### config.mk
export PLATFORM = sky130hd
export DESIGN_NAME = spram_arbiter
export DESIGN_NICKNAME = d
export VERILOG_FILES = /design/src/rtl/spram_arbiter.sv
export SDC_FILE = /design/constraint.sdc
export NUM_CORES = 1
export LEC_CHECK = 0
export CORE_MARGIN = 2
export CORE_UTILIZATION = 25
export DETAILED_ROUTE_END_ITERATION = 8
export PLACE_DENSITY = 0.63
export SETUP_SLACK_MARGIN = 0.2
export SLEW_MARGIN = 20
export SYNTH_ARGS = -nofsm -noshare
export SYNTH_HDL_FRONTEND = slang
export SYNTH_SLANG_ARGS = --single-unit
export TNS_END_PERCENT = 100
### constraint.sdc
create_clock -name in_clock -period 5.46 [get_ports in_clock]
set_input_delay 0.546 -clock in_clock [delete_from_list [all_inputs] [get_ports in_clock]]
set_output_delay 0.546 -clock in_clock [all_outputs]
set_load 0.01 [all_outputs]
### src/rtl/spram_arbiter.sv
// spram_arbiter: two-requester round-robin arbiter feeding a registered command stage into a
// single-port RAM, returning read data to the issuing requester three cycles after transfer.
module spram_arbiter #(
   parameter int ADDR_WIDTH = 10,
   parameter int DATA_WIDTH = 16
) (
   input  logic                  in_clock,
   input  logic                  in_reset,
   input  logic                  in_req0_valid,
   input  logic                  in_req0_write,
   input  logic [ADDR_WIDTH-1:0] in_req0_address,
   input  logic [DATA_WIDTH-1:0] in_req0_data,
   output logic                  out_req0_ready,
   output logic                  out_req0_rvalid,
   output logic [DATA_WIDTH-1:0] out_req0_rdata,
   input  logic                  in_req1_valid,
   input  logic                  in_req1_write,
   input  logic [ADDR_WIDTH-1:0] in_req1_address,
   input  logic [DATA_WIDTH-1:0] in_req1_data,
   output logic                  out_req1_ready,
   output logic                  out_req1_rvalid,
   output logic [DATA_WIDTH-1:0] out_req1_rdata,
   output logic                  out_ram_enable,
   output logic                  out_ram_write,
   output logic [ADDR_WIDTH-1:0] out_ram_address,
   output logic [DATA_WIDTH-1:0] out_ram_data,
   input  logic [DATA_WIDTH-1:0] in_ram_data
);
   logic ptr, xfer, gid, rd1_v, rd1_id, rd2_v, rd2_id;
   assign out_req0_ready = ~in_reset & in_req0_valid & (~in_req1_valid | ~ptr);
   assign out_req1_ready = ~in_reset & in_req1_valid & (~in_req0_valid | ptr);
   assign xfer = out_req0_ready | out_req1_ready;
   assign gid  = out_req1_ready;
   // rd1/rd2 track each read (valid + requester id) while the RAM produces its data
   always_ff @(posedge in_clock or posedge in_reset)
      if (in_reset) begin
         ptr             <= 1'b0;
         out_ram_enable  <= 1'b0;
         out_ram_write   <= 1'b0;
         out_ram_address <= '0;
         out_ram_data    <= '0;
         rd1_v           <= 1'b0;
         rd1_id          <= 1'b0;
         rd2_v           <= 1'b0;
         rd2_id          <= 1'b0;
         out_req0_rvalid <= 1'b0;
         out_req1_rvalid <= 1'b0;
         out_req0_rdata  <= '0;
         out_req1_rdata  <= '0;
      end else begin
         out_ram_enable <= xfer;
         if (xfer) begin
            ptr             <= ~gid;
            out_ram_write   <= gid ? in_req1_write : in_req0_write;
            out_ram_address <= gid ? in_req1_address : in_req0_address;
            out_ram_data    <= gid ? in_req1_data : in_req0_data;
         end
         rd1_v           <= xfer & ~(gid ? in_req1_write : in_req0_write);
         rd1_id          <= gid;
         rd2_v           <= rd1_v;
         rd2_id          <= rd1_id;
         out_req0_rvalid <= rd2_v & ~rd2_id;
         out_req1_rvalid <= rd2_v & rd2_id;
         if (rd2_v & ~rd2_id) out_req0_rdata <= in_ram_data;
         if (rd2_v & rd2_id) out_req1_rdata <= in_ram_data;
      end
endmodule

==> results of run 1 <==
[layout make-up]
class	instances	area (um^2)
fillers	1091	6400
flip-flops and latches	67	1680
repair buffers	138	1380
multi-input cells	153	1000
clock buffers	10	239
well taps	140	175
clock inverters	6	48.8
inverters	3	11.3
[logic make-up after synthesis]
group	share of synthesized area
buf+inv	0.0609
flops	0.591
compound gates	0.114
mux	0.131
simple gates	0.103
[synth_stat cells, drive strengths merged]
| cell type | n | area [um^2] |
|---|---|---|
| inv | 3 | 11.3 |
| nor2 | 28 | 105 |
| buf | 20 | 156 |
| dfrtp | 67 | 1680 |
| clkbuf | 1 | 5.00 |
| o21ba | 1 | 10.0 |
| nor2b | 2 | 12.5 |
| nand3 | 27 | 135 |
| nand2 | 3 | 13.8 |
| a21oi | 1 | 5.00 |
| nand2b | 3 | 18.8 |
| mux2 | 32 | 372 |
| a31oi | 27 | 169 |
| o21ai | 28 | 140 |
| and3 | 1 | 6.26 |
[flip-flops by register name, indices dropped and copies added, names as in the netlist]
name and cells:
out_ram_address 10, out_ram_enable 1, out_req0_rdata 16, out_req0_rvalid 1
out_req1_rvalid 1, rd2_id 1, rd1_id 1, rd1_v 1
out_ram_data 16, out_req1_rdata 16, out_ram_write 1, ptr 1
rd2_v 1
[where the power goes]
| part | switching [mW] | internal, mW | leakage (nW) |
|---|---|---|---|
| Sequential | 0.0512 | 0.595 | 0.778 |
| Clock | 0.224 | 0.323 | 0.132 |
| Combinational | 0.178 | 0.283 | 0.892 |
[layer usage]
| metal | track usage | up-vias |
|---|---|---|
| met1 | 0.156 | 1111 |
| met4 | 0.0417 | 0 |
| met3 | 0.0554 | 13 |
| met2 | 0.177 | 121 |
| met5 | 0 | - |
| li1 | - | 1132 |
[final timing paths]
kind | to | slack, ns | depth (start not counted)
setup / recovery | out_req0_ready | 2.26 | 6
hold / removal | rd2_v | 0.35 | 0
setup reg to reg | rd1_v | 3.65 | 3
hold reg to reg | rd2_v | 0.35 | 0
max in group asynchronous | out_req0_rdata[0] | 3.94 | 3
min in group asynchronous | ptr | 0.93 | 3
[through the flow]
stage	util	cell area, um^2	cells	hold WS (ns)
finish	0.415	4530	517	0.349
global placement	0.387	4230	501	0.335
floorplan	-	2840	244	0.331
CTS	0.414	4520	517	0.350
detailed placement	0.387	4230	501	0.336
global route	0.415	4530	517	0.366
==> run metrics, run 1 <==
critical path cell sequence=clkdlybuf4s50_1 > inv_2 > buf_4 > nand2_1 > a21oi_1 > clkdlybuf4s50_1; GRT Util Overall=0.120; total power=1.66 mW; Via density=roughly 4.6; crit path launch type=input pin; post-CTS sizing=0; warnings from Yosys=0; hpwl dp=approximately 5.3 mm; VDD IR max=roughly 140 uV; outcome=finished clean; Slew @ Worst Pin=1.11 ns; Routed wire per std cell=14.5 um; WL met3=approximately 690 um; Row Count=38; max_cap viols=0; CP arrival=roughly 2.7 ns; Hold Path Origin=rd1_v; crit end category=output port; TritonCTS buffer count=9; FF+latch count, synth=67; Worst path slowest cell=buf_4; Top Metal Used=met4; DRT Wirelength=about 7.5 mm; CTS tree=done; root buf cell=clkbuf_16; die width=between 100 and 150 um; Max Freq=~310 MHz; Routed met2 length=3.33 mm; Mapped Area=~2800 um^2; wire length on met1=about 3.4 mm; clock latency on the worst-skew pair=about 0.32 ns; grt total ovfl=0; Routability Congestion=0.709; DR vias=2,377; Area Growth Syn to Fin=59.8%; post-synth cell types=20; worst setup margin=2.26 ns; CTS Buffer Depth=2; initial antenna violation count=0; WS Path Type=in -> out; Final min period=3.20 ns; post-synthesis cell count=between 200 and 250; drt pass-1 iters=6; htree depth=3; Setup Fix Bufs, Post-CTS=0; delay-heaviest family, CP=buffers and inverters; # clock sinks=67; Worst-path clk slew=roughly 0.060 ns; Critical R2R Launch=ptr; IO Count=between 100 and 150; Setup Viol. Count Final=0; slew margin rel.=0.258; port buffer count=~140; share of cells above drive strength 1=0.143; Residual DRC=0; Initial Util=0.259; fin. max-slew vios=0; slowest stage delay, CP=0.66 ns; largest net degree at the start of global routing=69; sequential area share after synthesis=0.591; die area=12,200 um^2; DRT iter0 DRCs=76; Die Height=between 100 and 150 um; Total Neg Setup Slack=0 ns; pre-CTS WS=2.22 ns; Layout Nets=between 400 and 500; RSZ-0062 raised after global routing=false; first-pass GRT wire length=roughly 12 mm; Post-CTS Hold Fix Bufs=0; Final period util=0.586; post-synthesis net count=roughly 320; Diodes inserted=0; Worst Path Max Fanout=approximately 70; Top cell by count, worst path=clkdlybuf4s50_1; Cell Pwr Density=~370 nW/um^2; Hold Vio Cnt, Final=0; synthesized area per cell=approximately 12 um^2; vias in the first global route=2,306; core footprint=10,900 um^2; commonest non-fill, non-tap cells in the layout=137 x clkdlybuf4s50_1, 67 x dfrtp_1, 29 x mux2_2; class of the worst hold path=reg -> reg; Critical Path RT=about 4.9 ns; DRT antenna net count=0; commonest non-fill, non-tap cell in the layout=clkdlybuf4s50_1; Pleak=1.80 nW; Critical Path Start=in_reset; CP Buf/Inv Count=4; Final Skew=approximately 0.0098 ns
No activity file was read; power rests on OpenSTA's default activity.
==> run 2: changes to the inputs <==
Clock period 5.46 ns to 3.12 ns, I/O delays scaled along.
==> run 2 against run 1 <==
Effect of this change:
- die area did not move
- register-to-register slack lost 2.2 ns
- power rose by 78%
- setup slack got worse by 1.3 ns
- largest cell class unchanged
==> run metrics, run 2 (synthesis gave the netlist of run 1 again) <==
delay-heaviest family, CP=buffers and inverters; biggest regs=out_ram_data x16, out_req0_rdata x16, out_req1_rdata x16; DRT antenna net count=0; post-CTS sizing=0; Layout Nets=452; die area=~12,000 um^2; initial antenna violation count=0; Row Count=38; RSZ-0062 raised after global routing=false; Hold Vio Cnt, Final=0; # clock sinks=67; hpwl dp=roughly 5.5 mm; DRT Wirelength=between 7 and 8 mm; max_cap viols=0; DRT iter0 DRCs=about 110; vias in the first global route=~2,500; Initial Util=0.259; Slew @ Worst Pin=about 0.94 ns; Setup Viol. Count Final=0; Final min period=roughly 2.2 ns; fin cells=523; worst hold path stage count=0; slew margin rel.=0.372; grt total ovfl=0; Post-CTS Hold Fix Bufs=0; Max Freq=approximately 460 MHz; slowest stage delay, CP=~0.57 ns; dpl cells=a little over 500; Via density=about 4.5; Routed wire per std cell=approximately 15 um; reg2reg path depth=2; first-pass GRT wire length=12.6 mm; Worst Path Max Fanout=7; Final Skew=around 0.0037 ns; port buffer count=about 140; IO Count=~140; CP arrival=approximately 1.9 ns; Residual DRC=0; Diodes inserted=0; Total Neg Setup Slack=0 ns; core footprint=between 10,000 and 15,000 um^2; Final period util=0.695; critical path cell sequence=clkdlybuf4s50_1 > nand2b_1 > nor2_1 > clkdlybuf4s50_1; Setup Fix Bufs, Post-CTS=0; worst setup margin=~0.95 ns; class of the worst hold path=reg -> reg; crit path launch type=input pin; Area Growth Syn to Fin=61.3%; Pleak=1.83 nW; WS Path Type=in -> out; clock latency on the worst-skew pair=between 0.3 and 0.4 ns; VDD IR max=285 uV; CP Buf/Inv Count=2; die width=111 um; commonest non-fill, non-tap cells in the layout=137 x clkdlybuf4s50_1, 67 x dfrtp_1, 29 x mux2_2; Worst path slowest cell=clkdlybuf4s50_1; utilization after layout=0.418; share of cells above drive strength 1=0.151; fillers=about 1,100; largest net degree at the start of global routing=68; outcome=finished clean; drt pass-1 iters=4; pre-CTS WS=0.962 ns; Stages on worst setup path=4; crit end category=output port; htree depth=3; DR vias=about 2,400; Worst-path clk slew=0.06 ns; root buf cell=clkbuf_16; Critical Path RT=2.81 ns; Die Height=approximately 110 um; fin. max-slew vios=0; CTS tree=done; commonest non-fill, non-tap cell in the layout=clkdlybuf4s50_1; Cell Pwr Density=644 nW/um^2; CTS Buffer Depth=2; TritonCTS buffer count=9; Top cell by count, worst path=clkdlybuf4s50_1; GRT Util Overall=0.129; Routability Congestion=0.707
==> run 2: cell count changes in the layout (fill, tap and decap cells not counted) <==
| cell | delta |
|---|---|
| o21ba_4 | -1 |
| inv_6 | -2 |
| clkbuf_1 | +2 |
| nor2b_4 | -1 |
| nor2b_2 | +1 |
| bufinv_16 | +1 |
| o21ba_2 | +1 |
| clkinvlp_4 | -1 |
| clkinv_4 | -1 |
| buf_4 | +6 |
| clkinv_2 | +1 |
==> run 2: final cells by class <==
type / instances / area [um^2] / area share
inverter: 3 / 11.3 / 0.00246
multi-input combinational: 153 / 992 / 0.217
clock buffer: 12 / 246 / 0.0539
timing repair buffer: 144 / 1420 / 0.311
sequential: 67 / 1680 / 0.366
tap: 140 / 175 / 0.0383
clock inverter: 4 / 50.0 / 0.0109
==> run 2: worst reg2reg max path, cell delays in order, from the launching register on <==
cell	delay, ns
dfrtp_1	0.35
nand2b_1	0.73
mux2_2	0.43
==> run 2: final timing paths <==
kind,start,endpoint,slack (ns)
worst max-delay path,in_reset,out_req1_ready,0.95
worst min-delay path,rd1_v,rd2_v,0.35
worst max register to register,rd2_id,out_req0_rdata[7],1.50
worst min register to register,rd1_v,rd2_v,0.35
max in group asynchronous,in_reset,out_ram_data[4],1.89
min in group asynchronous,in_reset,ptr,0.63
==> run 2: layer usage <==
metal / wire, um / up-vias / GRT usage
met3: 648 / 6 / 0.0406
met5: 0 / - / 0
met2: 3510 / 118 / 0.201
met1: 3590 / 1117 / 0.168
li1: - / 1132 / -
met4: 53 / 0 / 0.0450
==> run 2: through the flow <==
step	total power [mW]	hold WS, ns	cell area (um^2)
after floorplan	1.48	0.331	2840
after global placement	1.95	0.337	4280
after detailed placement	1.98	0.340	4280
after CTS	3.00	0.350	4580
after global routing	3.10	0.365	4580
final	2.95	0.347	4580
==> run 2: power by group <==
group / switching (mW) / total, mW / internal (mW) / leakage, nW
Clock: 0.359 / 0.999 / 0.639 / 0.139
Sequential: 0.0909 / 1.13 / 1.04 / 0.778
Combinational: 0.312 / 0.814 / 0.502 / 0.915
Total: 0.762 / 2.95 / 2.18 / 1.83
==> run 3: changes to the inputs <==
Settings changed: PLACE_DENSITY 0.63 to 0.65.
Clock period 3.12 ns to 1.76 ns, I/O delays scaled along.
==> run 3 against run 2 <==
Effect of this change:
- register-to-register slack worse by 1.0 ns
- die area did not move
- highest routed layer unchanged
- final cell count increased by 1.1%
- critical path type unchanged
==> run metrics, run 3 (synthesis gave the netlist of run 1 again) <==
outcome=finished clean; Hold Vio Cnt, Final=0; Slew @ Worst Pin=0.850 ns; total power=around 5.1 mW; clock latency on the worst-skew pair=0.32 ns; Residual DRC=0; GRT Util Overall=0.123; dpl cell area=approximately 4400 um^2; Setup Viol. Count Final=0; Critical Path RT=roughly 1.6 ns; biggest regs=out_ram_data x16, out_req0_rdata x16, out_req1_rdata x16; Cell Pwr Density=1100 nW/um^2; part of the power in registers=0.390; Routed wire per std cell=approximately 14 um; Min Hold Slack=about 0.35 ns; Row Count=38; Worst path slowest cell=clkdlybuf4s50_1; initial antenna violation count=0; die width=111 um; Routability Congestion=0.734; dpl cells=approximately 510; slew margin rel.=0.433; root buf cell=clkbuf_16; Area Growth Syn to Fin=64.4%; pre-CTS WS=-0.0251 ns; first-pass GRT wire length=12.0 mm; DRT Wirelength=~7.5 mm; htree depth=3; Die Height=111 um; Final period util=0.828; Via density=between 4 and 5; VDD IR max=roughly 430 uV; CP arrival=1.28 ns; core footprint=between 10,000 and 15,000 um^2; DRT iter0 DRCs=approximately 60; Layout Nets=roughly 460; Final min period=between 1 and 1.5 ns; RSZ-0062 raised after global routing=false; commonest non-fill, non-tap cell in the layout=clkdlybuf4s50_1; TritonCTS buffer count=9; fin. max-slew vios=0; Diodes inserted=0; Initial Util=0.259; Worst Path Max Fanout=3; # clock sinks=67; switching share of total power=0.262; DRT antenna net count=0; die area=about 12,000 um^2; vias in the first global route=between 2,000 and 2,500; grt total ovfl=0; Final Skew=roughly 0.0066 ns; class of the worst hold path=reg -> reg; share of cells above drive strength 1=0.175; CTS Buffer Depth=2; Net Switching=roughly 1.3 mW; M1 GR Usage=0.151; hpwl dp=between 5 and 6 mm; Worst-path clk slew=about 0.060 ns; port buffer count=roughly 140; max_cap viols=0; largest net degree at the start of global routing=68; grt met3 use=0.0477; cell-internal power=3.79 mW; crit end category=output port; commonest non-fill, non-tap cells in the layout=135 x clkdlybuf4s50_1, 66 x dfrtp_1, 29 x mux2_2; slowest stage delay, CP=0.43 ns; CTS tree=done; Total Neg Setup Slack=0 ns; Layout Cell Area excl Fill=4660 um^2; Clock power frac=0.321; utilization after layout=0.427; WS Path Type=in -> out; met2 GRT Util=0.190; fin cells=roughly 530; drt pass-1 iters=4; Max Freq=about 690 MHz; worst setup margin=between 0.3 and 0.4 ns; Pleak=1.89 nW; crit path launch type=input pin; critical path cell sequence=clkdlybuf4s50_1 > buf_4 > clkinvlp_4 > nand2_1 > a21oi_1 > dlygate4sd2_1; IO Count=138; global route hottest layer=met2; Logic pwr share=0.288; DR vias=between 2,000 and 2,500; fillers=about 1,100
-- run 3: final cells by class --
cell class / instances / area (um^2) / share of cell area
clock inverter: 4 / 25.0 / 0.00536
tap: 140 / 175 / 0.0376
clock buffer: 12 / 256 / 0.0550
inverter: 3 / 15.0 / 0.00322
multi-input combinational: 153 / 1010 / 0.216
sequential: 67 / 1680 / 0.360
timing repair buffer: 150 / 1510 / 0.323
-- run 3: layer usage --
layer,up-vias,share of wire
met5,-,0
met4,0,0.017
met3,10,0.096
met2,107,0.44
met1,1116,0.44
li1,1148,-
-- run 3: path summary, 6_finish.rpt --
path | end | slack [ns] | start | cells after the start
worst max-delay path | out_req0_ready | 0.30 | in_reset | 6
worst min register to register | rd2_id | 0.35 | rd1_id | 0
min in group asynchronous | out_ram_data[1] | 0.62 | in_reset | 4
max in group asynchronous | ptr | 0.56 | in_reset | 4
worst max register to register | out_ram_address[7] | 0.50 | ptr | 4
worst min-delay path | rd2_id | 0.35 | rd1_id | 0
-- run 3: timing repair --
| item | CTS | global route |
|---|---|---|
| gates cloned | 0 | 0 |
| setup buffers | 0 | 2 |
| gates resized for setup | 4 | 3 |
| setup endpoints to repair | 2 | 1 |
| hold buffers | 0 | 0 |
-- run 3: power groups by stage --
stage	clock, mW	combinational (mW)	sequential, mW
after floorplan	0	0.461	2.16
after global placement	0	1.47	2.02
after detailed placement	0	1.49	2.03
after CTS	1.72	1.50	2.01
after global routing	1.78	1.58	2.05
final	1.65	1.48	2.00
-- run 3: worst max-delay path, delay by kind of cell --
kind            cells  cell delay, ns
buf+inv             4            0.93
simple gates        1            0.05
compound gates      1            0.13
